--- src/rtl/bp_lce_req_arb_if.sv ---
// Bundle of the LCE request arbiter's requester-side and network-side signals.
// The arbiter takes the slave modport; the requesters/network take master.
interface bp_lce_req_arb_if #(
  parameter int num_req_p   = 2,
  parameter int msg_width_p = 512
);
  logic [num_req_p*msg_width_p-1:0] req_i;
  logic [num_req_p-1:0]             req_v_i;
  logic [num_req_p-1:0]             req_yumi_o;
  logic [num_req_p-1:0]             req_done_i;
  logic [num_req_p-1:0]             credits_full_o;
  logic [num_req_p-1:0]             credits_empty_o;
  logic [msg_width_p-1:0]           lce_req_o;
  logic                             lce_req_v_o;
  logic                             lce_req_ready_i;
  logic                             idle_o;

  modport slave (
    input  req_i, req_v_i, req_done_i, lce_req_ready_i,
    output req_yumi_o, credits_full_o, credits_empty_o, lce_req_o, lce_req_v_o, idle_o
  );

  modport master (
    output req_i, req_v_i, req_done_i, lce_req_ready_i,
    input  req_yumi_o, credits_full_o, credits_empty_o, lce_req_o, lce_req_v_o, idle_o
  );
endinterface

--- src/rtl/bp_lce_req_arb.sv ---
// Round-robin arbiter sharing one LCE request network port among num_req_p
// requesters, with per-requester credit limits and a 2-entry output FIFO.
module bp_lce_req_arb #(
  parameter int num_req_p   = 2,
  parameter int msg_width_p = 512,
  parameter int credits_p   = 8
) (
  input  logic              clk_i,
  input  logic              reset_i,
  bp_lce_req_arb_if.slave   bus
);

  localparam int ptr_w = (num_req_p > 1) ? $clog2(num_req_p) : 1;
  localparam int cnt_w = $clog2(credits_p + 1);

  logic [ptr_w-1:0]       last_r;
  logic [ptr_w-1:0]       grant_idx;
  logic [ptr_w-1:0]       cand;
  logic                   grant;
  logic [num_req_p-1:0]   yumi;
  logic [num_req_p-1:0]   full;
  logic [num_req_p-1:0]   empty;
  logic [num_req_p-1:0]   eligible;
  logic [cnt_w-1:0]       cnt [num_req_p];

  logic [msg_width_p-1:0] mem [2];
  logic                   rd_ptr;
  logic                   wr_ptr;
  logic [1:0]             count;
  logic                   deq;
  logic                   space;
  logic [msg_width_p-1:0] enq_data;

  // A full FIFO still accepts when its head leaves in the same cycle.
  assign deq   = (count != 2'd0) & bus.lce_req_ready_i;
  assign space = (count != 2'd2) | deq;

  always_comb begin
    for (int unsigned i = 0; i < num_req_p; i++) begin
      full[i]  = (cnt[i] == cnt_w'(credits_p));
      empty[i] = (cnt[i] == '0);
    end
  end

  assign eligible = bus.req_v_i & ~full & {num_req_p{space}};

  always_comb begin
    grant     = 1'b0;
    grant_idx = last_r;
    cand      = last_r;
    for (int unsigned k = 1; k <= num_req_p; k++) begin
      cand = ptr_w'((32'(last_r) + k) % num_req_p);
      if (!grant && eligible[cand]) begin
        grant     = 1'b1;
        grant_idx = cand;
      end
    end
  end

  assign yumi     = grant ? (num_req_p'(1) << grant_idx) : '0;
  assign enq_data = bus.req_i[grant_idx*msg_width_p +: msg_width_p];

  always_ff @(posedge clk_i or posedge reset_i) begin
    if (reset_i) begin
      last_r <= ptr_w'(num_req_p - 1);
    end else if (grant) begin
      last_r <= grant_idx;
    end
  end

  // Grant and completion in the same cycle cancel; completions at zero are dropped.
  always_ff @(posedge clk_i or posedge reset_i) begin
    if (reset_i) begin
      for (int unsigned i = 0; i < num_req_p; i++) cnt[i] <= '0;
    end else begin
      for (int unsigned i = 0; i < num_req_p; i++) begin
        if (yumi[i] && !bus.req_done_i[i]) begin
          cnt[i] <= cnt[i] + cnt_w'(1);
        end else if (!yumi[i] && bus.req_done_i[i] && (cnt[i] != '0)) begin
          cnt[i] <= cnt[i] - cnt_w'(1);
        end
      end
    end
  end

  always_ff @(posedge clk_i or posedge reset_i) begin
    if (reset_i) begin
      mem[0] <= '0;
      mem[1] <= '0;
      rd_ptr <= 1'b0;
      wr_ptr <= 1'b0;
      count  <= 2'd0;
    end else begin
      if (grant) begin
        mem[wr_ptr] <= enq_data;
        wr_ptr      <= ~wr_ptr;
      end
      if (deq) rd_ptr <= ~rd_ptr;
      case ({grant, deq})
        2'b10:   count <= count + 2'd1;
        2'b01:   count <= count - 2'd1;
        default: count <= count;
      endcase
    end
  end

  assign bus.req_yumi_o      = yumi;
  assign bus.credits_full_o  = full;
  assign bus.credits_empty_o = empty;
  assign bus.lce_req_o       = mem[rd_ptr];
  assign bus.lce_req_v_o     = (count != 2'd0);
  assign bus.idle_o          = (count == 2'd0) & (&empty);

endmodule

--- src/flat_wrapper.sv ---
// flat-port wrapper written by rule: the top's interface ports become plain ports
module bp_lce_req_arb_flat 
#(
  parameter int num_req_p   = 2,
  parameter int msg_width_p = 512,
  parameter int credits_p   = 8
)
  (clk_i, reset_i, bus_req_i, bus_req_v_i, bus_req_done_i, bus_lce_req_ready_i, bus_req_yumi_o, bus_credits_full_o, bus_credits_empty_o, bus_lce_req_o, bus_lce_req_v_o, bus_idle_o);
  bp_lce_req_arb_if #(.num_req_p(num_req_p), .msg_width_p(msg_width_p)) bus_i ();
  input  logic clk_i;
  input  logic reset_i;
  input wire logic [$bits(bus_i.req_i)-1:0] bus_req_i;
  input wire logic [$bits(bus_i.req_v_i)-1:0] bus_req_v_i;
  input wire logic [$bits(bus_i.req_done_i)-1:0] bus_req_done_i;
  input wire logic [$bits(bus_i.lce_req_ready_i)-1:0] bus_lce_req_ready_i;
  output wire logic [$bits(bus_i.req_yumi_o)-1:0] bus_req_yumi_o;
  output wire logic [$bits(bus_i.credits_full_o)-1:0] bus_credits_full_o;
  output wire logic [$bits(bus_i.credits_empty_o)-1:0] bus_credits_empty_o;
  output wire logic [$bits(bus_i.lce_req_o)-1:0] bus_lce_req_o;
  output wire logic [$bits(bus_i.lce_req_v_o)-1:0] bus_lce_req_v_o;
  output wire logic [$bits(bus_i.idle_o)-1:0] bus_idle_o;
  assign bus_i.req_i = bus_req_i;
  assign bus_i.req_v_i = bus_req_v_i;
  assign bus_i.req_done_i = bus_req_done_i;
  assign bus_i.lce_req_ready_i = bus_lce_req_ready_i;
  assign bus_req_yumi_o = bus_i.req_yumi_o;
  assign bus_credits_full_o = bus_i.credits_full_o;
  assign bus_credits_empty_o = bus_i.credits_empty_o;
  assign bus_lce_req_o = bus_i.lce_req_o;
  assign bus_lce_req_v_o = bus_i.lce_req_v_o;
  assign bus_idle_o = bus_i.idle_o;
  bp_lce_req_arb #(.num_req_p(num_req_p), .msg_width_p(msg_width_p), .credits_p(credits_p)) u_core (.clk_i(clk_i), .reset_i(reset_i), .bus(bus_i));
endmodule
--- config.mk ---
export PLATFORM = sky130hd
export DESIGN_NAME = bp_lce_req_arb_flat
export DESIGN_NICKNAME = d
export VERILOG_FILES = /design/src/rtl/bp_lce_req_arb_if.sv /design/src/rtl/bp_lce_req_arb.sv /design/src/flat_wrapper.sv
export SDC_FILE = /design/constraint.sdc
export NUM_CORES = 2
export LEC_CHECK = 0
export CORE_AREA = 2 2 597 599
export CTS_CLUSTER_SIZE = 16
export DETAILED_ROUTE_END_ITERATION = 10
export DIE_AREA = 0 0 599 601
export GPL_TIMING_DRIVEN = 0
export MAX_ROUTING_LAYER = met4
export PLACE_DENSITY = 0.47
export SYNTH_ARGS = -nofsm -noshare
export SYNTH_HDL_FRONTEND = slang
export SYNTH_SLANG_ARGS = --single-unit
--- constraint.sdc ---
create_clock -name clk_i -period 33.2 [get_ports clk_i]
set_input_delay 3.32 -clock clk_i [delete_from_list [all_inputs] [get_ports clk_i]]
set_output_delay 3.32 -clock clk_i [all_outputs]
set_load 0.05 [all_outputs]
# Word-level counts from Yosys, hierarchy flattened
# Cells that the tools add are included.
# classes
addsub	8
magnitude_cmp	5
n_eq_ne	5
n_shift	2
mux	20
n_bitwise	10
n_reduce_logical	23
# op_table
operator	count
512-bit two-way mux	4
1024-bit bitwise mux	1
1024-bit by 11-bit indexed part select with 512-bit output	1
512-bit demux with 1-bit select	1
4-bit two-way mux	4
4-bit by 1-bit adder with 4-bit output (second input constant)	2
4-bit equality test (second input constant)	2
1-bit logical AND	8
4-bit zero test	2
1-bit two-way mux	8
2-bit nonzero test	4
4-bit nonzero test	2
4-bit by 1-bit subtractor with 4-bit output (second input constant)	2
1-bit zero test	5
2-bit bitwise AND	2
2-bit >= comparator (second input constant)	2
1-bit by 2-bit < comparator with 1-bit output (second input constant)	2
1-bit inverter with 2-bit output	2
2-bit one-hot mux with 2 select lines	1
1-bit adder (second input constant)	2
2-bit by 1-bit adder with 2-bit output (second input constant)	1
1-bit bitwise AND	2
2-bit by 1-bit equality test with 1-bit output (second input constant)	1
2-bit equality test (second input constant)	1
other kinds (10)	11
# word_totals
register_bits	1037
input_bits	1031
out_inout_bits	520
elab_cells	81

# Logic depth before layout (Yosys ltp)
# depth
word_depth	17
ltp_mapped	12
mapped_depth_nobuf	9

# Least setup slack after synthesis
# Ideal clock, no wire load.
# synth_timing
path_kind	input-to-output
start	input bus_req_v_i[0]
end	output bus_req_yumi_o[0]
arrival_ns	4.944
required_time_ns	29.880
slack_ns	24.936
cell_stages	6
n_path_buf	3
cell_sequence	inv_1 -> or3_1 -> buf_2 -> buf_2 -> buf_1 -> nor2_1
# synth_between
elab_chain_cells	10
elab_cells_between_ends	14
# synth_lines
element	line_no	text
from (decl)	flat_wrapper.sv:13	input wire logic [$bits(bus_i.req_v_i)-1:0] bus_req_v_i;
2-bit bitwise AND (*) (2 in series)	bp_lce_req_arb.sv:45	assign eligible = bus.req_v_i & ~full & {num_req_p{space}};
1-bit two-way mux (implied by the code) (2 in series)	bp_lce_req_arb.sv:53	if (!grant && eligible[cand]) begin
1-bit two-way mux	bp_lce_req_arb.sv:53	
1-bit zero test	bp_lce_req_arb.sv:53	
1-bit logical AND	bp_lce_req_arb.sv:53	
1-bit two-way mux	bp_lce_req_arb.sv:53	
1-bit by 1-bit << shifter with 2-bit output	bp_lce_req_arb.sv:60	assign yumi = grant ? (num_req_p'(1) << grant_idx) : '0;
2-bit two-way mux (*)	bp_lce_req_arb.sv:60	
to (decl)	flat_wrapper.sv:16	output wire logic [$bits(bus_i.req_yumi_o)-1:0] bus_req_yumi_o;
# Every way passes the cells marked *; elsewhere a longest branch is shown, timed or not. The select of a mux whose other input is x is not followed.

# Worst setup path after layout
# layout_timing
start	input bus_lce_req_ready_i
end	output bus_req_yumi_o[1]
# layout_between
elab_chain_cells	11
elab_cells_between_ends	15
# layout_lines
element	line_no	text
from (decl)	flat_wrapper.sv:15	input wire logic [$bits(bus_i.lce_req_ready_i)-1:0] bus_lce_req_ready_i;
1-bit bitwise AND (*)	bp_lce_req_arb.sv:35	assign deq = (count != 2'd0) & bus.lce_req_ready_i;
1-bit bitwise OR (*)	bp_lce_req_arb.sv:36	assign space = (count != 2'd2) | deq;
2-bit bitwise AND (*)	bp_lce_req_arb.sv:45	
1-bit two-way mux (implied by the code) (2 in series)	bp_lce_req_arb.sv:53	
1-bit two-way mux	bp_lce_req_arb.sv:53	
1-bit zero test	bp_lce_req_arb.sv:53	
1-bit logical AND	bp_lce_req_arb.sv:53	
1-bit two-way mux	bp_lce_req_arb.sv:53	
1-bit by 1-bit << shifter with 2-bit output	bp_lce_req_arb.sv:60	
2-bit two-way mux (*)	bp_lce_req_arb.sv:60	
# Marks and branches as above.

==> impl_metrics.csv <==
group,metric,value,unit
sta,grt_setup_unrepaired,"no",
worst_setup_path,r2r_setup_slack,28.39,ns
worst_setup_path,worst_setup_path_end_kind,"primary output",
cts,htreeDepth,4,
worst_setup_path,arrival,7.66,ns
sta,tightest_slew,1.512,ns
detailed_routing,wire_per_inst,36.33,um
logic_synthesis,synth_most_common_cell,"a31oi_1",
global_route,first_global_vias,67270,
logic_synthesis,netlist_area,58090,um^2
cts,postCtsHoldBufs,0,
cts,ctsRootBufferMaster,"clkbuf_16",
worst_setup_path,required,29.88,ns
placement,portBuffers,1550,
sta,fin_skew,0.05380,ns
die,coreArea,354000,um^2
global_route,overflow,0,
logic_synthesis,synthTopCellsByCount,"a31oi_1, dfrtp_1, o221ai_1",
placement,place_area,79930,um^2
layout,register_area,25950,um^2
global_route,grt_pass1_wl,596.4,mm
cts,post_cts_buffers,0,
status,violations,"capacitance limit, slew limit",
sta,finalHoldViolCount,0,
detailed_routing,drc_errors,0,
sta,final_max_slew_viol_count,21,
pwr,power_per_cell_area,133.7,nW/um^2
worst_setup_path,critical_path_class,"input port to primary output",
logic_synthesis,synth.top_cells.by_area,"dfrtp_1, a31oi_1, o221ai_1, mux2_2, clkbuf_1",
sta,hold-worst-slack,0.5082,ns
detailed_routing,final_antenna_net_count,0,
detailed_routing,viasPerCell,5.602,
die,die_x,599,um
detailed_routing,vias,69150,
hold_path,worstHoldPathType,"flop to flop",
logic_synthesis,netlist_instances,5578,
die,die_y,601,um
die,rows,219,
detailed_routing,drt_pass1_iterations,9,
detailed_routing,drtIter0Drc,8925,
logic_synthesis,syn_avg_cell_area,10.41,um^2
cts,clock_latency,0.84,ns
layout,area_growth,46.36,%
logic_synthesis,synth_seq_area_share,44.68,%
placement,dpl.hpwl,351.0,mm
sta,slew_headroom,-0.8049,%
logic_synthesis,synth.distinct_cells,46,
sta,fin_crit_sh,33.06,%
die,io_pins,1551,
worst_setup_path,worst_setup_path_start_kind,"input port",
sta,fin_crit,10.98,ns
cts,cts_inserted_buffers,143,
layout,final_core_utilization,24.01,%
layout,fillCellCount,38020,
sta,timing.fmax,0.09111,GHz
sta,finalSetupViolCount,0,
detailed_routing,wirelength,448.4,mm
cts,cts_tree,"done",
logic_synthesis,async_flop_share,100.0,%
logic_synthesis,synth.net_count,6616,
logic_synthesis,synth_flop_cell,"dfrtp_1",
global_route,grt_max_degree,124,
logic_synthesis,yosys_register_bits,1037,
pwr,ir_worst_vdd,0.00008459,V
layout,drive_above_1_share,12.38,%
run,cap_violations,2,
pwr,power.leakage,27.79,nW
cts,ctsLongestPathBuffers,4,
cts,post_cts_resized,0,
layout,finalNetCount,8327,
logic_synthesis,synth_top_area_share,44.63,%
cts,path_clk_slew,0.06,ns
logic_synthesis,synth-edff-count,0,
worst_setup_path,crit_path_max_fanout,10,
global_route,grt_usage,24.32,%
pwr,p_total,11.37,mW
layout,fin_area,85010,um^2
global_route,antenna_found_initial,252,
placement,gp_routability_congestion,1.013,
logic_synthesis,yosysWarnings,0,
sta,setup-tns-final,0,ns
cts,clock_sinks,1037,
logic_synthesis,yosys.area.top_type,"dfrtp_1",
layout,multiInputGateArea,28210,um^2
die,start_util,16.41,%
die,dieArea,360000,um^2
status,outcome,"finished with violations",
[layer usage]
layer | part of all wire [%] | wire length [um] | global-route usage [%] | up-vias
li1 | - | - | - | 27740
met1 | 38 | 172100 | 28.82 | 35490
met2 | 45 | 202400 | 36.64 | 5000
met3 | 9.9 | 44290 | 6.653 | 914
met4 | 6.6 | 29630 | 14.59 | 0
met5 | 0 | 0 | - | -
[cell usage in the layout, fill, tap and decap left out, drive strengths merged, types with 3 or more instances in the layout]
cell type      synthesis  final
nor2                   8      8
o2111ai                3      3
a31oi               2051   2051
o221ai              1028   1028
bufinv                 0      7
inv                   12     23
nand3                  4      4
nand4                  5      5
diode                  0    203
dfrtp               1036   1036
o211ai                 3      3
mux2                 512    512
o21ai                  5      5
nand2                  9      9
buf                  170    186
ha                     5      5
clkinv                 0     17
clkbuf               686    895
xor2                   4      4
clkdlybuf4s50          0   1550
xnor2                  3      3
[final timing paths]
| kind | startpoint | endpoint | depth (start not counted) |
|---|---|---|---|
| max | bus_lce_req_ready_i | bus_req_yumi_o[1] | 8 |
| min reg2reg | u_core.count[1] | u_core.count[1] | 1 |
| min in group asynchronous | reset_i | u_core.mem[319] | 2 |
| max in group asynchronous | reset_i | u_core.mem[42] | 7 |
| min | u_core.count[1] | u_core.count[1] | 1 |
| max reg2reg | u_core.cnt[0] | u_core.cnt[3] | 12 |
[flip-flops by register name (all words and copies together) (netlist names)]
name,count
u_core.cnt,8
u_core.count,2
u_core.wr_ptr,1
u_core.last_r,1
u_core.rd_ptr,1
u_core.mem,1024
[metrics by stage]
step                      setup slack [ns]  std cells
after floorplan                     0.6966       5578
after global placement              -13.23      11880
after detailed placement             21.85      11900
after CTS                            21.85      12140
after global routing                 21.91      12320
final                                22.22      12340
[layout make-up]
cell class,count,share of cell area [%]
Antenna cell,203,0.5975
Buffer,856,4.576
Tap cell,4751,6.992
Clock buffer,209,4.830
Clock inverter,37,0.5490
Inverter,12,0.06181
Timing Repair Buffer,1566,18.68
Multi-Input combinational cell,3673,33.19
Sequential cell,1037,30.53
[power by group]
group | leakage (nW) | total [mW] | switching [mW] | internal, mW
clock network | 2.25 | 1.58 | 0.665 | 0.916
logic | 14.1 | 7.54 | 5.18 | 2.36
registers | 11.5 | 2.25 | 0.333 | 1.92
total | 27.8 | 11.4 | 6.17 | 5.20
[logic make-up (layout without fill, tap and decap cells)]
family | Yosys count | count (layout) | share of synthesized area (%)
compound gates | 3105 | 3105 | 37.92
fa+ha+maj | 7 | 7 | 0.1766
xor+xnor | 7 | 7 | 0.1055
other cells | 0 | 203 | 0
flops | 1037 | 1037 | 44.68
buf+inv | 868 | 2680 | 6.755
mux | 512 | 512 | 9.926
simple gates | 42 | 42 | 0.4416
[critical path: stages]
cell and delay, ns:
clkdlybuf4s50_1 0.51, or3b_2 0.13, buf_2 0.66, nand3_2 0.77, buf_2 0.47, buf_1 0.33
nor2_1 0.29, clkdlybuf4s50_1 1.13
Note: power is estimated with default switching activity, not from simulation.
